--- config.mk ---
export PLATFORM = sky130hd
export DESIGN_NAME = sobel_window_3x3
export DESIGN_NICKNAME = d
export VERILOG_FILES = /design/src/rtl/sobel_window_3x3.sv
export SDC_FILE = /design/constraint.sdc
export NUM_CORES = 1
export LEC_CHECK = 0
export BUFFER_PORTS_ARGS = -buffer_cell sky130_fd_sc_hd__buf_4
export CAP_MARGIN = 5
export CORE_MARGIN = 1
export CORE_UTILIZATION = 35
export DETAILED_ROUTE_END_ITERATION = 6
export PLACE_DENSITY_LB_ADDON = 0.08
export SLEW_MARGIN = 20
export SYNTH_ARGS = -nofsm -noshare
export SYNTH_HDL_FRONTEND = slang
export SYNTH_SLANG_ARGS = --single-unit
--- constraint.sdc ---
create_clock -name clk -period 8.7 [get_ports clk]
set_input_delay 0.87 -clock clk [delete_from_list [all_inputs] [get_ports clk]]
set_output_delay 0.87 -clock clk [all_outputs]
set_load 0.005 [all_outputs]
--- src/rtl/sobel_window_3x3.sv ---
// rtl/sobel_window_3x3.sv - 3x3 pixel window assembler for the Sobel stage
//
// Takes three row-aligned pixel columns from the double line buffer and
// shifts them into a 3x3 window. Tracks column/row position so that only
// in-frame windows (row >= 2, col >= 2) are flagged valid, and pulses
// frame_done_o with the last window of each frame.
//
// Ports:
//   clk, rst           clock, asynchronous active-high reset
//   valid_i            one pixel column present on data*_i this cycle
//   data0_i            current row pixel (newest)
//   data1_i            previous row pixel, same column
//   data2_i            pixel two rows back, same column (oldest)
//   p00_o..p22_o       window, row 0 = oldest row, column 2 = newest column
//   valid_o            window outputs hold a complete in-frame 3x3 window
//   frame_done_o       one-cycle pulse with the last window of the frame
//   busy_o             frame in progress

module sobel_window_3x3 #(
    parameter int WIDTH  = 640,
    parameter int HEIGHT = 480
) (
    input  logic       clk,
    input  logic       rst,
    input  logic       valid_i,
    input  logic [7:0] data0_i,
    input  logic [7:0] data1_i,
    input  logic [7:0] data2_i,
    output logic [7:0] p00_o,
    output logic [7:0] p01_o,
    output logic [7:0] p02_o,
    output logic [7:0] p10_o,
    output logic [7:0] p11_o,
    output logic [7:0] p12_o,
    output logic [7:0] p20_o,
    output logic [7:0] p21_o,
    output logic [7:0] p22_o,
    output logic       valid_o,
    output logic       frame_done_o,
    output logic       busy_o
);

    localparam int CW = $clog2(WIDTH);
    localparam int RW = $clog2(HEIGHT);

    localparam logic [CW-1:0] COL_LAST = CW'(WIDTH - 1);
    localparam logic [RW-1:0] ROW_LAST = RW'(HEIGHT - 1);
    localparam logic [CW-1:0] COL_TWO  = CW'(2);
    localparam logic [RW-1:0] ROW_ONE  = RW'(1);
    localparam logic [RW-1:0] ROW_TWO  = RW'(2);

    localparam logic [1:0] S_IDLE   = 2'd0;
    localparam logic [1:0] S_FILL   = 2'd1;
    localparam logic [1:0] S_ACTIVE = 2'd2;
    localparam logic [1:0] S_DONE   = 2'd3;

    logic [CW-1:0] col_cnt;
    logic [RW-1:0] row_cnt;
    logic [1:0]    state;
    logic [1:0]    state_nxt;
    logic          col_last;
    logic          row_last;
    logic          win_ok;

    assign col_last = (col_cnt == COL_LAST);
    assign row_last = (row_cnt == ROW_LAST);
    // Columns 0/1 still hold the previous line's tail, rows 0/1 lack history.
    assign win_ok   = (row_cnt >= ROW_TWO) && (col_cnt >= COL_TWO);
    assign busy_o   = (state != S_IDLE);

    always_comb begin
        state_nxt = state;
        case (state)
            S_IDLE: begin
                if (valid_i) begin
                    state_nxt = S_FILL;
                end
            end
            S_FILL: begin
                if (valid_i && col_last && (row_cnt == ROW_ONE)) begin
                    state_nxt = S_ACTIVE;
                end
            end
            S_ACTIVE: begin
                if (valid_i && col_last && row_last) begin
                    state_nxt = S_DONE;
                end
            end
            default: begin
                // DONE lasts exactly one cycle; a pixel arriving here is
                // already column 0 / row 0 of the next frame.
                state_nxt = valid_i ? S_FILL : S_IDLE;
            end
        endcase
    end

    always_ff @(posedge clk or posedge rst) begin
        if (rst) begin
            state <= S_IDLE;
        end else begin
            state <= state_nxt;
        end
    end

    always_ff @(posedge clk or posedge rst) begin
        if (rst) begin
            col_cnt <= '0;
            row_cnt <= '0;
        end else if (valid_i) begin
            if (col_last) begin
                col_cnt <= '0;
                row_cnt <= row_last ? '0 : row_cnt + RW'(1);
            end else begin
                col_cnt <= col_cnt + CW'(1);
            end
        end
    end

    always_ff @(posedge clk or posedge rst) begin
        if (rst) begin
            valid_o      <= 1'b0;
            frame_done_o <= 1'b0;
        end else begin
            valid_o      <= valid_i && win_ok;
            frame_done_o <= valid_i && col_last && row_last;
        end
    end

    always_ff @(posedge clk or posedge rst) begin
        if (rst) begin
            p00_o <= '0;
            p01_o <= '0;
            p02_o <= '0;
            p10_o <= '0;
            p11_o <= '0;
            p12_o <= '0;
            p20_o <= '0;
            p21_o <= '0;
            p22_o <= '0;
        end else if (valid_i) begin
            p00_o <= p01_o;
            p01_o <= p02_o;
            p02_o <= data2_i;
            p10_o <= p11_o;
            p11_o <= p12_o;
            p12_o <= data1_i;
            p20_o <= p21_o;
            p21_o <= p22_o;
            p22_o <= data0_i;
        end
    end

endmodule

* Word-level counts from Yosys, hierarchy flattened
Index checks and enable logic that the tools add are counted.
** Word-level totals
- Bits in registers :: 95
- Bits of input ports :: 27
** Operators by class
- Add/sub/neg operators :: 2
- Reductions and logical operators :: 9
- Order comparisons :: 2
- Muxes and demuxes :: 7
- Equality and inequality tests :: 8
** Operator list (count)
- 10-bit by 1-bit adder with 10-bit output, second input constant :: 1
- 10-bit equality test, second input constant :: 1
- 10-bit by 2-bit >= comparator with 1-bit output, second input constant :: 1
- 10-bit two-way mux :: 1
- 9-bit by 1-bit adder with 9-bit output, second input constant :: 1
- 9-bit by 1-bit equality test with 1-bit output, second input constant :: 1
- 9-bit equality test, second input constant :: 1
- 9-bit by 2-bit >= comparator with 1-bit output, second input constant :: 1
- 9-bit two-way mux :: 1
- 2-bit two-way mux :: 3
- 2-bit != test, second input constant :: 3
- 2-bit one-hot mux with 3 select lines :: 1
- 1-bit logical AND :: 5
- 3-bit AND reduction :: 1
- 2-bit by 1-bit equality test with 1-bit output, second input constant :: 1
- 2-bit equality test, second input constant :: 1
- 2-bit zero test :: 1
- 2-bit AND reduction :: 1
- 2-bit nonzero test :: 1
- 1-bit two-way mux :: 1

* Logic depth before layout (Yosys ltp)
- Depth in word-level cells :: 5
- Depth in mapped cells :: 7

* Worst setup path before layout
Ideal clock, no wire load.
- Path kind :: input-to-reg
- From :: input port valid_i
- To :: register state[1]
- Data arrival time :: 1909 ps
- Library setup time :: 125 ps
- Path buffers :: 0
- Path slack :: 6666 ps
- Stages on the path :: 5
- Cell sequence :: and4_4 -> nand4_4 -> o32ai_2 -> nand2_2 -> mux2_4
** On the way
- Word-level cells in the longest chain between the ends :: 4
- Elaborated cells between the ends (all ways) :: 7
** Ends and longest elaborated chain
- from (decl) :: line 25 : input logic valid_i,
- 1-bit logical AND :: line 80, 85
- 1-bit logical AND (on tied branches) :: line 85, 80
- 2-bit != test (no line)
- 3-bit AND reduction (no line) *
- to (signal assigned) :: line 101 : state <= state_nxt;
- to (decl) :: line 59 : logic [1:0] state;
Every way passes the cells marked *; elsewhere a longest branch is shown, timed or not.
A chain may end at the register's enable or synchronous reset.

* Worst setup path after layout
- From :: input port valid_i
- To :: register row_cnt[4]
** On the way
- Word-level cells in the longest chain between the ends :: 1
** Ends and longest elaborated chain
- 2-bit AND reduction (no line)
- to (signal assigned) :: line 112 : row_cnt <= row_last ? '0 : row_cnt + RW'(1);
- to (decl) :: line 58 : logic [RW-1:0] row_cnt;
No other way between the ends.

==> results.toml <==
[status]
status = "complete, no violations"

[logic_synthesis]
syn-cell-area_um2 = 3930
syn_inst = 283
synthArstFlopShare_pct = 100
yosys_warnings = 0
avgSynthCellArea_um2 = 13.9
synth_edf_count = 0
ys_ff_latch = 95
yosysSeqAreaShare_pct = 60.5
post_synth_num_cell_types = 37
synth.net_count = 319
synth_ff_type = "dfrtp_1"

[global_route]
grt_pass1_wl_um = 12400
grt_pass1_vias = 2555
overflow = 0
antenna_found_initial = 0
grt_use_total_pct = 13.9
grt_max_degree = 85

[timing]
finClkSkew_ns = 0.00585
hold_ws_ns = 0.493
rsz0062_at_grt = "no"
worstMarginPinSlew_ns = 1.07
finalWorstSetupSlack_ns = 5.74
fmax_mhz = 337
slew_headroom_pct = 28.9
min_period_ns = 2.96
fin_crit_sh_pct = 34.1
setup_tns_ns = 0
hold_viol = 0
finalSetupViolCount = 0
final_max_slew_viol_count = 0

[finish]
stdcell_count = 531
antenna_cells = 0
syn_to_final_growth_pct = 27.3
layout-drive-gt1-share_pct = 41.9
nNetsFinal = 422

[flow_run]
drv_cap = 0

[place]
dp_hpwl_um = 4860
placedCellCount = 515
portBuffers = 101
place_congestion = 0.710
place_ws_ns = 5.33

[drt]
drt_iter0_markers = 85
wire_per_inst_um = 13.8
num_vias = 2555
drcViolationCount = 0
drt_wl_total_um = 7340
drtPass1Iterations = 4
ant_nets = 0
viasPerCell = 4.81

[clocking]
clock_path_buffers = 2
numCtsBuffers = 9
clk_pin_slew_worst_paths_ns = 0.09
insertion_delay_ns = 0.35
root_buffer = "clkbuf_8"
cts_tree = "done"
cts_resized = 0
post_cts_buffers = 0
hold_buffers = 0
h-tree-depth = 3
clock_sink_count = 95

[floorplanning]
die_h_um = 108
rows = 38
die_w_um = 108
io_pins = 102
die_area_um2 = 11700
core-area_um2 = 10900
start_util_pct = 36.1

[setup_path]
start_kind = "primary input"
arrival_ns = 3.20
critical_path.cell_chain = "buf_4, and4_4, nand2_1, nor2_1, nand4_1, xnor2_1"
cpMaxStageDelayCell = "buf_4"
r2r_cells = 6
critical_path_buf_inv_count = 1
endpoint_kind = "register"
cp_top_family = "simple AND/OR/NAND/NOR gates"
cp.depth = 6
slowest_delay_ns = 0.73
crit_fanout = 84
cp.required_ns = 8.94
path_class = "primary input to register"

[power]
power.share.sequential_pct = 52.6
vdd_drop_max_uv = 103
combinationalPowerShare_pct = 23.3
switchingPower_mw = 0.303
total_power_mw = 1.08
power.leakage_nw = 2.27
internal_power_mw = 0.779
power_density_nw_per_um2 = 216
p_sw_share_pct = 28.0
clockPowerShare_pct = 24.1

[worst_hold_path]
min_delay_path_depth = 1
hold_path.class = "register to register"
==> synthesized netlist by cell type (2+ instances only) <==
cell	instances	share of area, %
xor2_1	2	0.45
nor3_1	3	0.38
buf_2	2	0.25
nand2_1	11	1.1
clkbuf_1	7	0.67
o21ai_1	5	0.64
mux2_2	41	12
nand3_1	10	1.3
nor2_1	14	1.3
or3_1	2	0.32
dfrtp_1	95	61
nor4_1	3	0.48
o21ai_0	3	0.38
o31ai_1	2	0.38
ha_1	9	2.9
a21oi_1	3	0.38
xnor2_1	7	1.6
nand4_1	4	0.64
a31oi_1	4	0.64
mux2_1	32	9.2
inv_1	8	0.76
==> layer usage <==
metal	track usage, %	wire length (um)	vias to the layer above
met5	0	0	-
met4	6.16	104	0
met3	4.16	454	10
met2	22.1	3510	67
met1	17.4	3270	1271
li1	-	-	1207
==> layout by cell type (no fill, tap or decap), types with 2 or more instances in the layout <==
cell type	count
nor4_1	3
dfrtp_1	95
o21ai_1	5
nand4_1	4
xor2_1	2
a21oi_1	3
clkbuf_1	4
buf_4	102
nor3_1	3
mux2_2	41
inv_1	7
o21ai_0	3
or3_1	2
nand2_1	11
nor2_1	14
a31oi_1	4
o31ai_1	2
clkbuf_8	10
xnor2_1	7
ha_1	9
mux2_1	32
nand3_1	10
==> kinds of logic after synthesis <==
| kind of cell | after synthesis | synth area share, % |
|---|---|---|
| xor gates and xnor gates | 9 | 2.01 |
| buffers and inverters | 19 | 1.88 |
| AOI/OAI and AO/OA | 21 | 3.73 |
| adders and majority gates | 9 | 2.87 |
| DFF | 95 | 60.5 |
| muxes | 75 | 21.6 |
| and+or+nand+nor | 55 | 7.45 |
==> final timing paths <==
| path | slack [ns] | end | startpoint |
|---|---|---|---|
| min | 0.49 | p20_o[3] | p20_o[3] |
| min in group asynchronous | 0.56 | p22_o[7] | rst |
| max in group asynchronous | 7.07 | state[0] | rst |
| max | 5.74 | row_cnt[4] | valid_i |
| max reg2reg | 6.62 | row_cnt[4] | col_cnt[1] |
| min reg2reg | 0.49 | p20_o[3] | p20_o[3] |
==> state kept, by name (all words and copies together) (netlist names) <==
register / flops
p10_o: 8
p12_o: 8
p21_o: 8
p20_o: 8
p00_o: 8
p11_o: 8
frame_done_o: 1
state: 2
p02_o: 8
p01_o: 8
col_cnt: 10
p22_o: 8
row_cnt: 9
valid_o: 1
==> through the flow <==
stage,utilization [%],area [um^2]
after floorplan,-,3930
after global placement,44.4,4830
after detailed placement,44.4,4830
after CTS,45.9,5000
after global routing,45.9,5000
final,45.9,5000
==> worst reg2reg max path, stage by stage (launching register included) <==
cell     delay [ns]
dfrtp_1        0.44
ha_1           0.28
and3_4         0.23
nand2_1        0.13
nor2_1         0.56
nand4_1        0.19
xnor2_1        0.15
==> power groups by stage <==
stage	clock [mW]	sequential [mW]	combinational [mW]
global route	0.292	0.583	0.282
detailed placement	0	0.579	0.258
CTS	0.274	0.571	0.258
floorplan	0	0.571	0.137
global placement	0	0.578	0.254
finish	0.261	0.570	0.252
==> final cells by class <==
class                      count  area (um^2)
sequential                    95         2380
clock buffer                  14          153
inverter                       9         36.3
fill                         999         5890
timing repair buffer         102          766
clock inverter                 2         16.3
multi-input combinational    169         1480
tap                          140          175
No activity file was read; power rests on OpenSTA's default activity.
